## src/rtl/sub_shft_div_seq.sv

```systemverilog
// Sequential restoring divider: one quotient bit per clock, start/busy/done handshake,
// divide-by-zero detection and optional two's-complement operands.
module sub_shft_div_seq #(
    parameter int W      = 8,
    parameter bit SIGNED = 1'b0
) (
    input  logic         clk,
    input  logic         rst,
    input  logic         start,
    input  logic [W-1:0] D,
    input  logic [W-1:0] d,
    output logic         busy,
    output logic         done,
    output logic [W-1:0] q,
    output logic [W-1:0] r,
    output logic         dbz
);

    localparam int CW = $clog2(W + 1);
    localparam logic [W-1:0]  ONE_W    = {{(W-1){1'b0}}, 1'b1};
    localparam logic [W-1:0]  ZERO_W   = {W{1'b0}};
    localparam logic [W-1:0]  ONES_W   = {W{1'b1}};
    localparam logic [CW-1:0] CNT_ONE  = {{(CW-1){1'b0}}, 1'b1};
    localparam logic [CW-1:0] CNT_INIT = CW'(W);

    typedef enum logic [1:0] {
        IDLE = 2'd0,
        RUN  = 2'd1,
        DONE = 2'd2
    } state_t;

    state_t          state_r;
    state_t          state_nxt_s;
    logic [CW-1:0]   cnt_r;
    logic [W-1:0]    p_r;
    logic [W-1:0]    a_r;
    logic [W-1:0]    dmag_r;
    logic            qneg_r;
    logic            rneg_r;
    logic [W-1:0]    q_r;
    logic [W-1:0]    r_r;
    logic            dbz_r;
    logic            busy_r;
    logic            done_r;

    logic            dvd_neg_s;
    logic            dvs_neg_s;
    logic [W-1:0]    dvd_mag_s;
    logic [W-1:0]    dvs_mag_s;
    logic [W:0]      p_shift_s;
    logic [W-1:0]    p_next_s;
    logic [W-1:0]    a_next_s;
    logic            qbit_s;
    logic [W-1:0]    q_fin_s;
    logic [W-1:0]    r_fin_s;

    // Two's-complement negate, also used to restore result signs.
    function automatic logic [W-1:0] neg_w(input logic [W-1:0] v);
        return ~v + ONE_W;
    endfunction

    // Operand magnitudes and signs; the most negative value maps to 2^(W-1) as unsigned.
    always_comb begin
        dvd_neg_s = (SIGNED == 1'b1) && D[W-1];
        dvs_neg_s = (SIGNED == 1'b1) && d[W-1];
        if (dvd_neg_s) begin
            dvd_mag_s = neg_w(D);
        end else begin
            dvd_mag_s = D;
        end
        if (dvs_neg_s) begin
            dvs_mag_s = neg_w(d);
        end else begin
            dvs_mag_s = d;
        end
    end

    // One restoring step; the remainder always fits W bits once the trial subtract is settled.
    always_comb begin
        p_shift_s = {p_r, a_r[W-1]};
        if (p_shift_s >= {1'b0, dmag_r}) begin
            p_next_s = W'(p_shift_s - {1'b0, dmag_r});
            qbit_s   = 1'b1;
        end else begin
            p_next_s = p_shift_s[W-1:0];
            qbit_s   = 1'b0;
        end
        a_next_s = {a_r[W-2:0], qbit_s};
        if (qneg_r) begin
            q_fin_s = neg_w(a_next_s);
        end else begin
            q_fin_s = a_next_s;
        end
        if (rneg_r) begin
            r_fin_s = neg_w(p_next_s);
        end else begin
            r_fin_s = p_next_s;
        end
    end

    // Next-state logic; DONE behaves like IDLE for accepting a new request.
    always_comb begin
        state_nxt_s = state_r;
        case (state_r)
            IDLE, DONE: begin
                if (start) begin
                    if (d == ZERO_W) begin
                        state_nxt_s = DONE;
                    end else begin
                        state_nxt_s = RUN;
                    end
                end else begin
                    state_nxt_s = IDLE;
                end
            end
            RUN: begin
                if (cnt_r == CNT_ONE) begin
                    state_nxt_s = DONE;
                end else begin
                    state_nxt_s = RUN;
                end
            end
            default: state_nxt_s = IDLE;
        endcase
    end

    // State register.
    always_ff @(posedge clk or negedge rst) begin
        if (!rst) begin
            state_r <= IDLE;
        end else begin
            state_r <= state_nxt_s;
        end
    end

    // Datapath and result registers; results are written only on entry to DONE.
    always_ff @(posedge clk or negedge rst) begin
        if (!rst) begin
            cnt_r  <= {CW{1'b0}};
            p_r    <= ZERO_W;
            a_r    <= ZERO_W;
            dmag_r <= ZERO_W;
            qneg_r <= 1'b0;
            rneg_r <= 1'b0;
            q_r    <= ZERO_W;
            r_r    <= ZERO_W;
            dbz_r  <= 1'b0;
            busy_r <= 1'b0;
            done_r <= 1'b0;
        end else begin
            busy_r <= (state_nxt_s == RUN);
            done_r <= (state_nxt_s == DONE);
            case (state_r)
                IDLE, DONE: begin
                    if (start && (d == ZERO_W)) begin
                        q_r   <= ONES_W;
                        r_r   <= D;
                        dbz_r <= 1'b1;
                    end else if (start) begin
                        p_r    <= ZERO_W;
                        a_r    <= dvd_mag_s;
                        dmag_r <= dvs_mag_s;
                        qneg_r <= dvd_neg_s ^ dvs_neg_s;
                        rneg_r <= dvd_neg_s;
                        cnt_r  <= CNT_INIT;
                    end else begin
                        cnt_r <= cnt_r;
                    end
                end
                RUN: begin
                    p_r   <= p_next_s;
                    a_r   <= a_next_s;
                    cnt_r <= cnt_r - CNT_ONE;
                    if (cnt_r == CNT_ONE) begin
                        q_r   <= q_fin_s;
                        r_r   <= r_fin_s;
                        dbz_r <= 1'b0;
                    end else begin
                        dbz_r <= dbz_r;
                    end
                end
                default: begin
                    cnt_r <= {CW{1'b0}};
                end
            endcase
        end
    end

    assign busy = busy_r;
    assign done = done_r;
    assign q    = q_r;
    assign r    = r_r;
    assign dbz  = dbz_r;

endmodule

```

## config.mk

```make
export PLATFORM = sky130hd
export DESIGN_NAME = sub_shft_div_seq
export DESIGN_NICKNAME = d
export VERILOG_FILES = /design/src/rtl/sub_shft_div_seq.sv
export SDC_FILE = /design/constraint.sdc
export NUM_CORES = 1
export LEC_CHECK = 0
export ABC_CLOCK_PERIOD_IN_PS = 3980
export CORE_UTILIZATION = 57
export DETAILED_ROUTE_END_ITERATION = 6
export PLACE_DENSITY = 0.87
export SETUP_SLACK_MARGIN = 0.5
export SLEW_MARGIN = 20
export SYNTH_ARGS = -nofsm -noshare
export SYNTH_HDL_FRONTEND = slang
export SYNTH_SLANG_ARGS = --single-unit
export TNS_END_PERCENT = 10
```

## constraint.sdc

```tcl
create_clock -name clk -period 3.98 [get_ports clk]
set_input_delay 0.597 -clock clk [delete_from_list [all_inputs] [get_ports clk]]
set_output_delay 0.597 -clock clk [all_outputs]
set_load 0.03 [all_outputs]
```

==> flow_metrics.py, run 1 <==
metrics = {
    "status": {
        "outcome": "finished clean",
    },
    "worst_setup_path": {
        "required_ns": 4.16,
        "critPathKind": "reg -> reg",
        "endpoint_kind": "flop",
        "start_kind": "flop",
        "worstPathArrival_ns": 2.75,
        "cp_max_fo": 3,
    },
    "die": {
        "die-height_um": 67.49,
        "rows": 23,
        "die_area_um2": 4555,
        "die_w_um": 67.49,
        "start_util_pct": 60.25,
        "core_region_area_um2": 4058,
        "io_pins": 38,
    },
    "timing": {
        "rsz0062_at_grt": "no",
        "setup_viol": 0,
        "max_freq_mhz": 390.2,
        "final.min_clock_period_ns": 2.563,
        "finalSetupTns_ns": 0,
        "clock_skew_ns": 0.01107,
        "min_period_over_period_pct": 64.40,
        "tightest_slew_ns": 0.6098,
        "slew_violations": 0,
        "hold_viol": 0,
        "slew_headroom_pct": 59.35,
    },
    "layout": {
        "layout_common_cells": "nand2_1 (51), dfrtp_1 (49), clkdlybuf4s50_1 (36)",
        "drive_above_1_share_pct": 6.109,
        "instances_no_fill": 361,
        "nNetsFinal": 340,
        "antenna_cells": 0,
        "area_growth_pct": 20.42,
        "final_area_um2": 2944,
        "final_common_cell": "nand2_1",
    },
    "clocking": {
        "cts_tree": "built",
        "htree_levels": 2,
        "cts_made_buffers": 5,
        "root_buffer": "clkbuf_8",
        "post_cts_buffers": 0,
        "holdBufCountCts": 0,
        "path_clk_slew_ns": 0.09,
        "clock_latency_ns": 0.31,
        "clock_sinks": 49,
        "ctsResizeCount": 0,
        "cts_buffer_depth": 2,
    },
    "synth": {
        "synth.distinct_cells": 38,
        "synthFlopType": "dfrtp_1",
        "synth-seq-cells": 49,
        "synth_area_um2": 2445,
        "yosysSeqAreaShare_pct": 50.15,
        "syn_nets": 304,
        "yosys_warnings": 0,
        "synthArstFlopShare_pct": 100.0,
        "synth_top_area_cell": "dfrtp_1",
        "netlist_top_cells_area": "dfrtp_1 (50%), nand2_1 (7.8%), nor2_1 (5.4%)",
        "synth_cells": 274,
        "synth_top_area_share_pct": 50.15,
        "avgSynthCellArea_um2": 8.923,
        "synth-edff-count": 0,
    },
    "routing": {
        "drtIter0Drc": 77,
        "finalWirelength_um": 5232,
        "vias_per_cell": 5.657,
        "drc": 0,
        "routedWlPerCell_um": 14.49,
        "first_pass_iters": 4,
        "dr_total_vias": 2042,
        "postRouteAntennaNets": 0,
    },
    "placed_design": {
        "gp_congestion": 0.8473,
        "dp_hpwl_um": 3745,
        "portBuffers": 37,
        "dp.cells": 353,
        "place_area_um2": 2854,
    },
    "power": {
        "p_leak_uw": 0.001271,
        "powerDensity_nw_per_um2": 973.7,
        "irDropWorstVdd_mv": 0.5597,
    },
    "global_route": {
        "grt_antenna_before_repair": 0,
        "first_global_vias": 1832,
        "overflow": 0,
        "grt_pass1_wl_um": 8556,
        "grt_max_degree": 50,
        "grtUsageTotal_pct": 25.73,
    },
    "worst_hold_path": {
        "hp-class": "in -> async",
    },
    "run": {
        "maxCapViolations": 0,
    },
}
## flip-flops by register name, summed over array words and instances (netlist names)
name	count
dmag_r	8
p_r	8
done	1
q	8
state_r	2
dbz	1
r	8
a_r	8
busy	1
cnt_r	4
## cell families after synthesis
logic type      after synthesis  synth area share (%)
compound gates               69                 17.45
xor+xnor                      4                 1.433
fa+ha+maj                    11                 5.937
buf+inv                      26                 4.299
flops                        49                 50.15
mux                           2                0.8700
simple gates                113                 19.86
## power by group
group / internal (uW) / switching (uW) / total [uW] / leakage, uW
combinational: 666 / 1030 / 1700 / 0.000671
clock: 124 / 171 / 295 / 0.0000374
sequential: 733 / 141 / 874 / 0.000562
## synthesized netlist by cell type, drive strengths merged, types with 2 or more instances
master	number
nor2b	2
clkbuf	11
a31oi	12
xnor2	2
nor3	2
xor2	2
nand2	52
nor2	35
a41oi	3
o31ai	2
inv	14
nor3b	2
and2	2
a21oi	15
o21ai	27
dfrtp	49
ha	10
nor4	3
nand3	10
nand2b	3
a211oi	4
## final timing paths
path | start | endpoint | slack [ns] | depth (start not counted)
setup / recovery | a_r[7]$_DFFE_PN0P_ | r[6]$_DFFE_PN0P_ | 1.42 | 9
min in group clk | dmag_r[0]$_DFFE_PN0P_ | dmag_r[0]$_DFFE_PN0P_ | 0.49 | 2
hold / removal | rst | done$_DFF_PN0_ | 0.29 | 1
hold reg to reg | dmag_r[0]$_DFFE_PN0P_ | dmag_r[0]$_DFFE_PN0P_ | 0.49 | 2
setup reg to reg | a_r[7]$_DFFE_PN0P_ | r[6]$_DFFE_PN0P_ | 1.42 | 9
max in group asynchronous | rst | state_r[0]$_DFF_PN0_ | 3.27 | 1
## worst max-delay path: stages, from the launching register on
cell      delay (ns)
dfrtp_1         0.35
inv_1           0.06
ha_1            0.22
fa_1            0.40
or2b_1          0.26
a211oi_1        0.37
nor4_1          0.09
a311o_1         0.34
mux2i_1         0.23
a221oi_1        0.13
## through the flow
stage / hold slack [ns] / util (%) / setup slack (ns) / total power [uW]
2_1_floorplan: 0.3014 / - / 1.720 / 2105
4_1_cts: 0.4928 / 72.49 / 1.426 / 2866
5_1_grt: 0.3361 / 72.56 / 1.256 / 3105
3_3_place_gp: 0.4685 / 70.34 / 1.327 / 2511
6_report: 0.2920 / 72.56 / 1.417 / 2867
3_5_place_dp: 0.4724 / 70.34 / 1.175 / 2558
## area by class of cell
cell class	instances	area, um2
inverters	14	52.55
repair buffers	41	397.9
multi-input cells	199	1117
fillers	282	1114
well taps	50	62.56
clock buffers	6	72.57
flip-flops and latches	49	1226
clock inverters	2	15.01
## metal layers
metal  track usage, %  up-vias  part of all wire (%)
li1                 -     1018                     -
met1            34.75      966                    45
met2            41.46       49                    49
met3            4.561        9                   4.1
met4            8.777        0                   1.7
met5                0        -                     0
Note: power is estimated with default switching activity, not from simulation.
==> inputs of run 2 (changes only) <==
ABC_CLOCK_PERIOD_IN_PS = 2300   (was 3980)
CORE_UTILIZATION = 48   (was 57)
PLACE_DENSITY = 0.78   (was 0.87)
clock period = 2.3 ns   (was 3.98 ns; I/O delays follow)
==> flow_metrics.py, run 2 (synthesis gave the netlist of run 1 again) <==
metrics = {
    "worst_hold_path": {
        "hp-class": "in -> async",
    },
    "clocking": {
        "clock_sinks": 49,
        "cts_tree": "built",
        "cts_buffer_depth": 2,
        "root_buffer": "clkbuf_8",
        "htree_levels": 2,
        "cts_made_buffers": 5,
        "path_clk_slew_ns": 0.10,
        "clock_latency_ns": 0.31,
    },
    "layout": {
        "nFillCells": 387,
        "multi_input_area_um2": 1297,
        "seq_area_um2": 1226,
        "antenna_cells": 0,
        "drive_above_1_share_pct": 19.45,
        "final_area_um2": 3336,
        "final_common_cell": "dfrtp_1",
        "layout_common_cells": "dfrtp_1 (49), nand2_1 (48), clkdlybuf4s50_1 (36)",
        "nNetsFinal": 358,
        "area_growth_pct": 36.44,
        "instances_no_fill": 396,
    },
    "timing": {
        "hold_viol": 0,
        "clock_skew_ns": 0.01027,
        "slew_violations": 0,
        "final.min_clock_period_ns": 2.232,
        "max_freq_mhz": 448.1,
        "setup_viol": 0,
        "hold_slack_ns": 0.01340,
        "slew_headroom_pct": 62.75,
        "min_period_over_period_pct": 97.03,
        "rsz0062_at_grt": "yes",
        "tightest_slew_ns": 0.5588,
    },
    "routing": {
        "vias_per_cell": 5.571,
        "postRouteAntennaNets": 0,
        "dr_total_vias": 2206,
        "routedWlPerCell_um": 16.10,
        "first_pass_iters": 4,
        "drc": 0,
        "finalWirelength_um": 6374,
        "drtIter0Drc": 255,
    },
    "die": {
        "io_pins": 38,
        "rows": 25,
        "die_w_um": 73.37,
        "die-height_um": 73.37,
        "core_region_area_um2": 4817,
        "die_area_um2": 5383,
        "start_util_pct": 50.75,
    },
    "global_route": {
        "grt_pass1_wl_um": 10140,
        "first_global_vias": 2151,
        "grt_antenna_before_repair": 0,
        "grt_util_met1_pct": 32.02,
        "grtUsageTotal_pct": 25.04,
        "use_met3_pct": 6.036,
        "grt_busiest_layer": "met2",
        "grt_max_degree": 35,
        "grtUsageMet2_pct": 41.98,
        "overflow": 0,
    },
    "worst_setup_path": {
        "cpMaxStageDelayCell": "or4_4",
        "timing.critical_path.buf_inv": 0,
        "worstPathCellList": "ha_4 -> nand2_2 -> o31ai_2 -> a211oi_2 -> and2_1 -> or4_4 -> a41oi_2",
        "cp_top_family": "simple AND/OR/NAND/NOR gates",
        "worstPathArrival_ns": 2.48,
        "critPathKind": "reg -> reg",
        "crit_path_max_incr_delay_ns": 0.52,
        "endpoint_kind": "flop",
        "required_ns": 2.54,
        "start_kind": "flop",
        "cp_max_fo": 5,
    },
    "run": {
        "maxCapViolations": 0,
    },
    "placed_design": {
        "place_area_um2": 3023,
        "gp_congestion": 0.8476,
        "portBuffers": 37,
        "dp_hpwl_um": 4305,
        "dp.cells": 381,
    },
    "power": {
        "irDropWorstVdd_mv": 1.109,
        "finalPower_uw": 5869,
        "powerDensity_nw_per_um2": 1759,
        "p_leak_uw": 0.001403,
    },
    "status": {
        "outcome": "finished clean",
    },
}
-- run 2: changes by cell type in the layout (fill, tap and decap cells not counted), sizes merged --
cell	previous run	this run
buf	5	23
clkinv	0	1
inv	14	15
bufinv	0	1
clkinvlp	2	0
clkbuf	6	5
-- run 2: worst reg2reg max path: cells and delay by family, from the launching register on --
kind / cells / cell delay, ns
fa+ha+maj: 1 / 0.32
flops: 1 / 0.44
simple gates: 3 / 0.79
compound gates: 3 / 0.61
-- run 2: what timing repair did --
action	4_1_cts	5_1_grt
endpoints found under the setup margin	20	38
setup buffers	3	4
pin swaps	7	8
hold buffers	0	0
resized for setup	6	23
-- run 2: metal layers --
layer	up-vias	wire length [um]	part of all wire, %
li1	1052	-	-
met1	1080	2718	43
met2	63	3230	51
met3	11	316	5.0
met4	0	109	1.7
met5	-	0	0
-- run 2: final cells by class --
| type | count | area share, % |
|---|---|---|
| Multi-Input combinational cell | 199 | 38.90 |
| Clock inverter | 3 | 1.313 |
| Inverter | 14 | 1.575 |
| Sequential cell | 49 | 36.76 |
| Timing Repair Buffer | 59 | 16.88 |
| Tap cell | 67 | 2.513 |
| Clock buffer | 5 | 2.063 |
-- run 2: worst paths after layout --
check	to	startpoint	cells after the start	slack, ns
max	r[4]$_DFFE_PN0P_	p_r[4]$_DFFE_PN0P_	7	0.07
min	cnt_r[3]$_DFFE_PN0P_	rst	1	0.01
max reg2reg	r[4]$_DFFE_PN0P_	p_r[4]$_DFFE_PN0P_	7	0.07
min reg2reg	dbz$_DFFE_PN0P_	dbz$_DFFE_PN0P_	2	0.50
max in group asynchronous	r[5]$_DFFE_PN0P_	rst	2	1.74
min in group clk	dbz$_DFFE_PN0P_	dbz$_DFFE_PN0P_	2	0.50
-- run 2: power by group --
| part | total, uW | internal, uW | leakage (uW) | switching [uW] |
|---|---|---|---|---|
| clock | 632 | 326 | 0.0000585 | 306 |
| combinational | 3690 | 1590 | 0.000782 | 2100 |
| sequential | 1550 | 1270 | 0.000562 | 282 |
| total | 5870 | 3190 | 0.00140 | 2680 |
-- run 2: metrics by stage --
stage | worst slack (ns) | setup TNS [ns] | utilization [%]
5_1_grt | -0.04367 | -0.07902 | 69.25
2_1_floorplan | 0.1341 | 0 | -
6_report | 0.06834 | 0 | 69.25
3_3_place_gp | 0.08166 | 0 | 62.75
4_1_cts | 0.1158 | 0 | 66.42
3_5_place_dp | -0.005266 | -0.005266 | 62.75
